--- src/rtl/spi_sram_pkg.sv ---
// Shared constants and types for the SPI-to-SRAM transaction sequencer.
package spi_sram_pkg;

  localparam int unsigned CNT_W     = 4;
  localparam int unsigned BYTE_BITS = 8;

  localparam logic [7:0] OP_WRITE = 8'h02;
  localparam logic [7:0] OP_READ  = 8'h03;

  typedef enum logic [2:0] {
    ST_CMD,
    ST_ADDR,
    ST_DUMMY,
    ST_DATA,
    ST_DROP
  } state_e;

  typedef enum logic {
    OP_WR,
    OP_RD
  } op_e;

endpackage

--- src/rtl/spi_sram_seq_bit_cnt_ld.sv ---
// Loadable bit down-counter: load forces a full byte count, last flags the final bit.
module bit_cnt_ld
  import spi_sram_pkg::*;
(
  input  logic             clk,
  input  logic             rst_n,
  input  logic             load,
  input  logic             dec,
  output logic [CNT_W-1:0] cnt,
  output logic             last
);

  always_ff @(posedge clk or negedge rst_n) begin
    if (!rst_n) begin
      cnt <= CNT_W'(BYTE_BITS);
    end else if (load) begin
      cnt <= CNT_W'(BYTE_BITS);
    end else if (dec) begin
      cnt <= cnt - CNT_W'(1);
    end
  end

  assign last = (cnt == CNT_W'(1));

endmodule

--- src/rtl/spi_sram_seq.sv ---
// SPI-slave sequencer: decodes opcode/address/data bytes and drives single-cycle
// SRAM strobes; reads are prefetched one word ahead and shifted out on miso.
module spi_sram_seq
  import spi_sram_pkg::*;
#(
  parameter int unsigned ADDR_BITS = 8,
  parameter int unsigned DATA_BITS = 8
) (
  input  logic                 sck,
  input  logic                 rstN,
  input  logic                 csN,
  input  logic                 mosi,
  output logic                 miso,
  output logic [ADDR_BITS-1:0] sramAddr,
  output logic [DATA_BITS-1:0] sramWdata,
  output logic                 sramWe,
  output logic                 sramRe,
  input  logic [DATA_BITS-1:0] sramRdata,
  output logic                 busy,
  output logic                 cmdErr
);

  state_e               state, state_nxt;
  op_e                  op, op_nxt;
  logic [7:0]           rx_sh, rx_sh_nxt, rx_byte;
  logic [DATA_BITS-1:0] tx_sh, tx_sh_nxt, wdata_nxt;
  logic [ADDR_BITS-1:0] addr_reg, addr_nxt, sram_addr_nxt;
  logic                 miso_nxt, we_nxt, re_nxt, err_nxt;
  logic [CNT_W-1:0]     cnt;
  logic                 last, first_bit, cnt_load, cnt_dec;

  assign rx_byte   = {rx_sh[6:0], mosi};
  assign first_bit = (cnt == CNT_W'(BYTE_BITS));
  // Reload on every state change and after each completed byte so bursts keep framing.
  assign cnt_load  = csN || (state_nxt != state) || last;
  assign cnt_dec   = !csN;
  assign busy      = (state != ST_CMD) || (cnt != CNT_W'(BYTE_BITS));

  bit_cnt_ld u_bit_cnt (
    .clk  (sck),
    .rst_n(rstN),
    .load (cnt_load),
    .dec  (cnt_dec),
    .cnt  (cnt),
    .last (last)
  );

  always_ff @(posedge sck or negedge rstN) begin
    if (!rstN) begin
      state     <= ST_CMD;
      op        <= OP_WR;
      rx_sh     <= '0;
      tx_sh     <= '0;
      addr_reg  <= '0;
      miso      <= 1'b0;
      sramAddr  <= '0;
      sramWdata <= '0;
      sramWe    <= 1'b0;
      sramRe    <= 1'b0;
      cmdErr    <= 1'b0;
    end else begin
      state     <= state_nxt;
      op        <= op_nxt;
      rx_sh     <= rx_sh_nxt;
      tx_sh     <= tx_sh_nxt;
      addr_reg  <= addr_nxt;
      miso      <= miso_nxt;
      sramAddr  <= sram_addr_nxt;
      sramWdata <= wdata_nxt;
      sramWe    <= we_nxt;
      sramRe    <= re_nxt;
      cmdErr    <= err_nxt;
    end
  end

  // Next-state and next-register decode; chip-select release overrides everything.
  always_comb begin
    state_nxt     = state;
    op_nxt        = op;
    rx_sh_nxt     = rx_sh;
    tx_sh_nxt     = tx_sh;
    addr_nxt      = addr_reg;
    miso_nxt      = miso;
    sram_addr_nxt = sramAddr;
    wdata_nxt     = sramWdata;
    we_nxt        = 1'b0;
    re_nxt        = 1'b0;
    err_nxt       = 1'b0;

    if (csN) begin
      state_nxt = ST_CMD;
      miso_nxt  = 1'b0;
    end else begin
      rx_sh_nxt = rx_byte;
      unique case (state)
        ST_CMD: begin
          if (last) begin
            if (rx_byte == OP_WRITE) begin
              op_nxt    = OP_WR;
              state_nxt = ST_ADDR;
            end else if (rx_byte == OP_READ) begin
              op_nxt    = OP_RD;
              state_nxt = ST_ADDR;
            end else begin
              err_nxt   = 1'b1;
              state_nxt = ST_DROP;
            end
          end
        end
        ST_ADDR: begin
          if (last) begin
            addr_nxt = ADDR_BITS'(rx_byte);
            if (op == OP_RD) begin
              sram_addr_nxt = ADDR_BITS'(rx_byte);
              re_nxt        = 1'b1;
              state_nxt     = ST_DUMMY;
            end else begin
              state_nxt = ST_DATA;
            end
          end
        end
        ST_DUMMY: begin
          if (last) begin
            tx_sh_nxt = sramRdata;
            miso_nxt  = sramRdata[DATA_BITS-1];
            state_nxt = ST_DATA;
          end
        end
        ST_DATA: begin
          if (op == OP_WR) begin
            if (last) begin
              sram_addr_nxt = addr_reg;
              wdata_nxt     = DATA_BITS'(rx_byte);
              we_nxt        = 1'b1;
              addr_nxt      = addr_reg + ADDR_BITS'(1);
            end
          end else if (last) begin
            tx_sh_nxt = sramRdata;
            miso_nxt  = sramRdata[DATA_BITS-1];
          end else begin
            tx_sh_nxt = {tx_sh[DATA_BITS-2:0], 1'b0};
            miso_nxt  = tx_sh[DATA_BITS-2];
            // Prefetch the next word so it is ready for the reload at the byte's last bit.
            if (first_bit) begin
              addr_nxt      = addr_reg + ADDR_BITS'(1);
              sram_addr_nxt = addr_reg + ADDR_BITS'(1);
              re_nxt        = 1'b1;
            end
          end
        end
        ST_DROP: begin
          state_nxt = ST_DROP;
        end
        default: state_nxt = ST_CMD;
      endcase
    end
  end

endmodule

--- config.mk ---
export PLATFORM = sky130hd
export DESIGN_NAME = spi_sram_seq
export DESIGN_NICKNAME = d
export VERILOG_FILES = /design/src/rtl/spi_sram_pkg.sv /design/src/rtl/spi_sram_seq_bit_cnt_ld.sv /design/src/rtl/spi_sram_seq.sv
export SDC_FILE = /design/constraint.sdc
export NUM_CORES = 1
export LEC_CHECK = 0
export ABC_CLOCK_PERIOD_IN_PS = 5750
export CELL_PAD_IN_SITES_DETAIL_PLACEMENT = 2
export CELL_PAD_IN_SITES_GLOBAL_PLACEMENT = 2
export CORE_MARGIN = 2
export CORE_UTILIZATION = 38
export CTS_CLUSTER_SIZE = 25
export DETAILED_ROUTE_END_ITERATION = 16
export GPL_ROUTABILITY_DRIVEN = 0
export GPL_TIMING_DRIVEN = 0
export HOLD_SLACK_MARGIN = 0.15
export PLACE_DENSITY_LB_ADDON = 0.1
export SYNTH_ARGS = -nofsm -noshare
export SYNTH_HDL_FRONTEND = slang
export SYNTH_HIERARCHICAL = 1
export SYNTH_SLANG_ARGS = --single-unit
--- constraint.sdc ---
create_clock -name sck -period 5.75 [get_ports sck]
set_input_delay 0.8625 -clock sck [delete_from_list [all_inputs] [get_ports sck]]
set_output_delay 0.8625 -clock sck [all_outputs]
set_load 0.01 [all_outputs]
Yosys cells after proc, flatten, opt, wreduce, memory -nomap -nowiden
Cells that the tools add are included.

Add/sub/neg operators: 2. $mul: 0. Div/mod/pow operators: 0. Order comparisons: 0. Equal/unequal tests: 20. Shift-type cells: 0. Muxes and demuxes: 48. Bitwise gates (word level): 2. Reduce and logical (&&, ||, !) cells: 15.

Operators by type and width (number): 2-to-1 mux 8 bit (9); case mux 8 bit (2 select lines) (2); 2-to-1 mux 1 bit (22); 2-to-1 mux 7 bit (3); 2-to-1 mux 3 bit (6); equality test 8 x 2 -> 1 bit (second input constant) (2); != test 3 bit (second input constant) (5); case mux 3 bit (5 select lines) (1); case mux 7 bit (2 select lines) (1); AND reduction 4 bit (3); adder 8 x 1 -> 8 bit (second input constant) (1); 2-to-1 mux 4 bit (2); != test 2 bit (second input constant) (4); AND reduction 7 bit (1); equality test 3 x 2 -> 1 bit (second input constant) (2); AND reduction 6 bit (1); nonzero test 2 bit (3); nonzero test 3 bit (2); equality test 4 x 1 -> 1 bit (second input constant) (1); equality test 4 bit (second input constant) (1); != test 4 bit (second input constant) (1); case mux 1 bit (2 select lines) (2); subtractor 4 x 1 -> 4 bit (second input constant) (1); equality test 3 x 1 -> 1 bit (second input constant) (1); other kinds (7) (10).

Flip-flop bits (word level): 50. Latch bits: 0. Bits in writable memories: 0. ROM bits: 0. Input bits: 12. Output and inout bits: 21. Memories kept: 0.

Depth between registers and ports, before layout
Depth in word-level cells: 10. Gate-level depth with buffers: 8. Gate-level depth less buffers: 7.

By module
Netlist, hierarchy kept.

Modules (own cells, without submodules): spi_sram_seq (times used 1, cells each 233, area each 2416.1 um2, seq. area each 1151.1 um2); bit_cnt_ld (times used 1, cells each 21, area each 239.0 um2, seq. area each 101.3 um2).

Least setup slack after synthesis
Ideal clock, no wire load.

Path type: register to output. Start point: register u_bit_cnt.cnt[3]. End point: output port busy. Data arrival time: 1.488 ns. Path slack: 3.400 ns. Cell stages (with the launch flop): 3. Cells stage by stage: dfstp_2 or4b_4 or4_1.

Cells in the longest elaborated chain, start to end: 2.

Ends and longest elaborated chain: start: declaration (RTL line spi_sram_seq_bit_cnt_ld.sv:9) `output logic [CNT_W-1:0] cnt,`; start signal: assignment (RTL line spi_sram_seq_bit_cnt_ld.sv:15) `cnt <= CNT_W'(BYTE_BITS);`; start signal: assignment (RTL line spi_sram_seq_bit_cnt_ld.sv:17) `cnt <= CNT_W'(BYTE_BITS);`; start signal: assignment (RTL line spi_sram_seq_bit_cnt_ld.sv:19) `cnt <= cnt - CNT_W'(1);`; != test 4 bit (RTL line spi_sram_seq.sv:37) `assign busy = (state != ST_CMD) || (cnt != CNT_W'(BYTE_BITS));`; logical OR 1 bit (RTL line spi_sram_seq.sv:37); end: declaration (RTL line spi_sram_seq.sv:19) `output logic busy,`.

Every way passes these cells.

Final worst setup path
Ends and elaborated chain as after synthesis.

==> impl_metrics.tcl <==
set metrics [dict create \
    status "finished clean" \
    combPwrFrac_pct 14.2 \
    ys_types 57 \
    synth_nets 269 \
    die_y_um 87.6 \
    startpoint_type "flip-flop" \
    cts_tree "yes" \
    yosys_warnings 6 \
    dr.first_iter.drc_count 73 \
    initial_core_util_pct 39.1 \
    endpoint_kind "output pin" \
    avgSynthCellArea_sq_um 10.5 \
    synth_area_sq_mm 0.00266 \
    relSlewSlack_pct 33.8 \
    vias 2109 \
    vdd_drop_max_mv 0.0967 \
    routed_wl_um 6890 \
    grt_pass1_vias 2223 \
    skew_ns 0.00576 \
    min_path_type "reg2reg" \
    internal_power_uw 516 \
    crit_start "u_bit_cnt/cnt[3]" \
    p_per_area_mw_per_mm2 230 \
    whs_path_depth 1 \
    crit_family "simple AND/OR/NAND/NOR gates" \
    cts_max_path_buffers 2 \
    htreeDepth 2 \
    reg2reg_to "sramWdata[6]" \
    syn_to_final_growth_pct 20.7 \
    cts_setup_buffers 0 \
    fin_tns_setup_ns 0 \
    grt_pass1_wl_um 11400 \
    ys_ff_latch 50 \
    cp_slowest_cell "dfstp_2" \
    r2r_cells 7 \
    synthTopCellsByCount "dfrtp_1, nor2_1, a21oi_1" \
    synth_most_common_cell "dfrtp_1" \
    fin_crit_sh_pct 55.6 \
    setup_viol 0 \
    diodes 0 \
    final_util_pct 47.2 \
    rsz0062_at_grt "no" \
    coreArea_sq_mm 0.00679 \
    crit_arrival_ns 2.33 \
    rr_startpoint "u_bit_cnt/cnt[1]" \
    worstHoldStart "sramAddr[2]" \
    drive_gt1_share_pct 14.2 \
    drc 0 \
    worst_slew_pin_slew_ns 0.990 \
    cts_made_buffers 5 \
    holdPathEnd "sramAddr[2]" \
    p_switching_uw 221 \
    switching_share_pct 30.0 \
    ys_seq_area_share_pct 47.2 \
    final_nets 309 \
    seqPwrFrac_pct 55.1 \
    critPathRequiredTime_ns 4.89 \
    cts_hold_buffers 0 \
    wire_per_inst_um 17.6 \
    max_freq_mhz 313 \
    ys_async_sr_fraction_pct 100 \
    path_cells "or4b_4 > or4_1 > clkdlybuf4s50_1" \
    hpwl_um 5060 \
    grt_max_degree 32 \
    yosysTopAreaCellShare_pct 46.2 \
    max_cap_viol_count 0 \
    drt-vias-per-instance 5.39 \
    slowest_delay_ns 0.56 \
    antenna_found_initial 0 \
    track_usage_pct 19.5 \
    p_clk_share_pct 30.7 \
    clk_pin_slew_ns 0.10 \
    crit_buf_inv 1 \
    rows 30 \
    io_buffers 32 \
    ys_top_cells_by_area "dfrtp_1, mux2_1, a21oi_1" \
    dr.pass1.iters 4 \
    critPathMaxFanout 5 \
    ant_nets 0 \
    crit_type "reg2out" \
    period_needed_ns 3.19 \
    worstSkewPairLatency_ns 0.32 \
    die_w_um 87.6 \
    finalHoldViolations 0 \
    ys.flop_type "dfrtp_1" \
    synthCells 254 \
    synth_edf_count 0 \
    yosysTopAreaCell "dfrtp_1" \
    cts-resized-gates 0 \
    clock-sinks 50 \
    io_pins 33 \
    drv_slew 0 \
    cts-root-buf "clkbuf_8" \
    ff2ff_setup_slack_ns 3.07 \
    dieArea_sq_mm 0.00767 \
    cellLeakagePower_nw 1.35 \
    grt_overflow 0 \
]
==> metrics by stage <==
step	setup slack, ns	instances	total power [mW]	hold WS [ns]	area, sq um
floorplan	3.40	254	0.468	0.495	2660
global placement	2.20	382	0.514	0.469	3100
finish	2.56	391	0.736	0.495	3210
detailed placement	2.92	383	0.519	0.478	3110
global route	2.48	391	0.776	0.519	3210
CTS	2.54	391	0.747	0.503	3210
==> placed cells by master (no fill, tap or decap), types with 2 or more instances in the layout <==
| cell | instances |
|---|---|
| a21oi_1 | 22 |
| a31oi_1 | 7 |
| buf_2 | 10 |
| buf_4 | 2 |
| clkbuf_1 | 3 |
| clkbuf_8 | 5 |
| clkdlybuf4s50_1 | 31 |
| dfrtp_1 | 49 |
| ha_1 | 3 |
| inv_1 | 12 |
| inv_2 | 2 |
| inv_6 | 2 |
| mux2_1 | 16 |
| mux2_2 | 7 |
| mux2i_1 | 11 |
| nand2_1 | 11 |
| nand2b_1 | 3 |
| nand3_1 | 8 |
| nand3b_1 | 3 |
| nand4_1 | 5 |
| nor2_1 | 24 |
| nor3_1 | 3 |
| nor3_2 | 2 |
| o21a_1 | 2 |
| o21ai_0 | 7 |
| o22ai_1 | 2 |
| o31ai_1 | 2 |
| or4_1 | 3 |
| or4b_4 | 2 |
| xnor2_1 | 4 |
==> cell type report <==
cell class,count,area [sq um]
plain buffers,15,75.1
clock buffers,5,68.8
clock inverters,3,26.3
fillers,741,3590
inverters,14,52.6
multi-input cells,175,1270
flip-flops and latches,50,1250
well taps,96,120
repair buffers,33,335
==> power by group through the flow <==
stage / Clock [mW] / Sequential [mW] / Combinational [mW]
after floorplan: 0 / 0.400 / 0.0675
after global placement: 0 / 0.412 / 0.101
after detailed placement: 0 / 0.414 / 0.106
after CTS: 0.234 / 0.407 / 0.107
after global routing: 0.249 / 0.410 / 0.117
final: 0.226 / 0.406 / 0.105
==> worst max path at each step <==
stage / endpoint / slack [ns] / cells after the start
3_5_place_dp: busy / 2.92 / 3
5_1_grt: busy / 2.48 / 3
4_1_cts: busy / 2.54 / 3
6_report: busy / 2.56 / 3
2_1_floorplan: busy / 3.40 / 2
3_3_place_gp: tx_sh[0] / 2.20 / 1
==> layer usage <==
layer	global-route usage [%]	vias up	share of wire, %
li1	-	994	-
met1	24.1	1083	44
met2	35.3	26	53
met3	3.39	6	1.9
met4	4.62	0	1.1
met5	0	-	0
==> kinds of logic after synthesis <==
group | synth area share [%]
compound gates | 13.8
xor+xnor | 1.65
fa+ha+maj | 1.41
buf+inv | 4.81
flops | 47.2
mux | 13.9
simple gates | 17.2
==> worst register-to-register path: stages, from the launching register on <==
cell and delay [ns]:
dfrtp_1 0.46, inv_1 0.11, ha_1 0.14, nor3b_1 0.80, nand2b_1 0.18, or3_1 0.34
buf_2 0.20, mux2_1 0.34
Power figures use the tool's default switching activity.
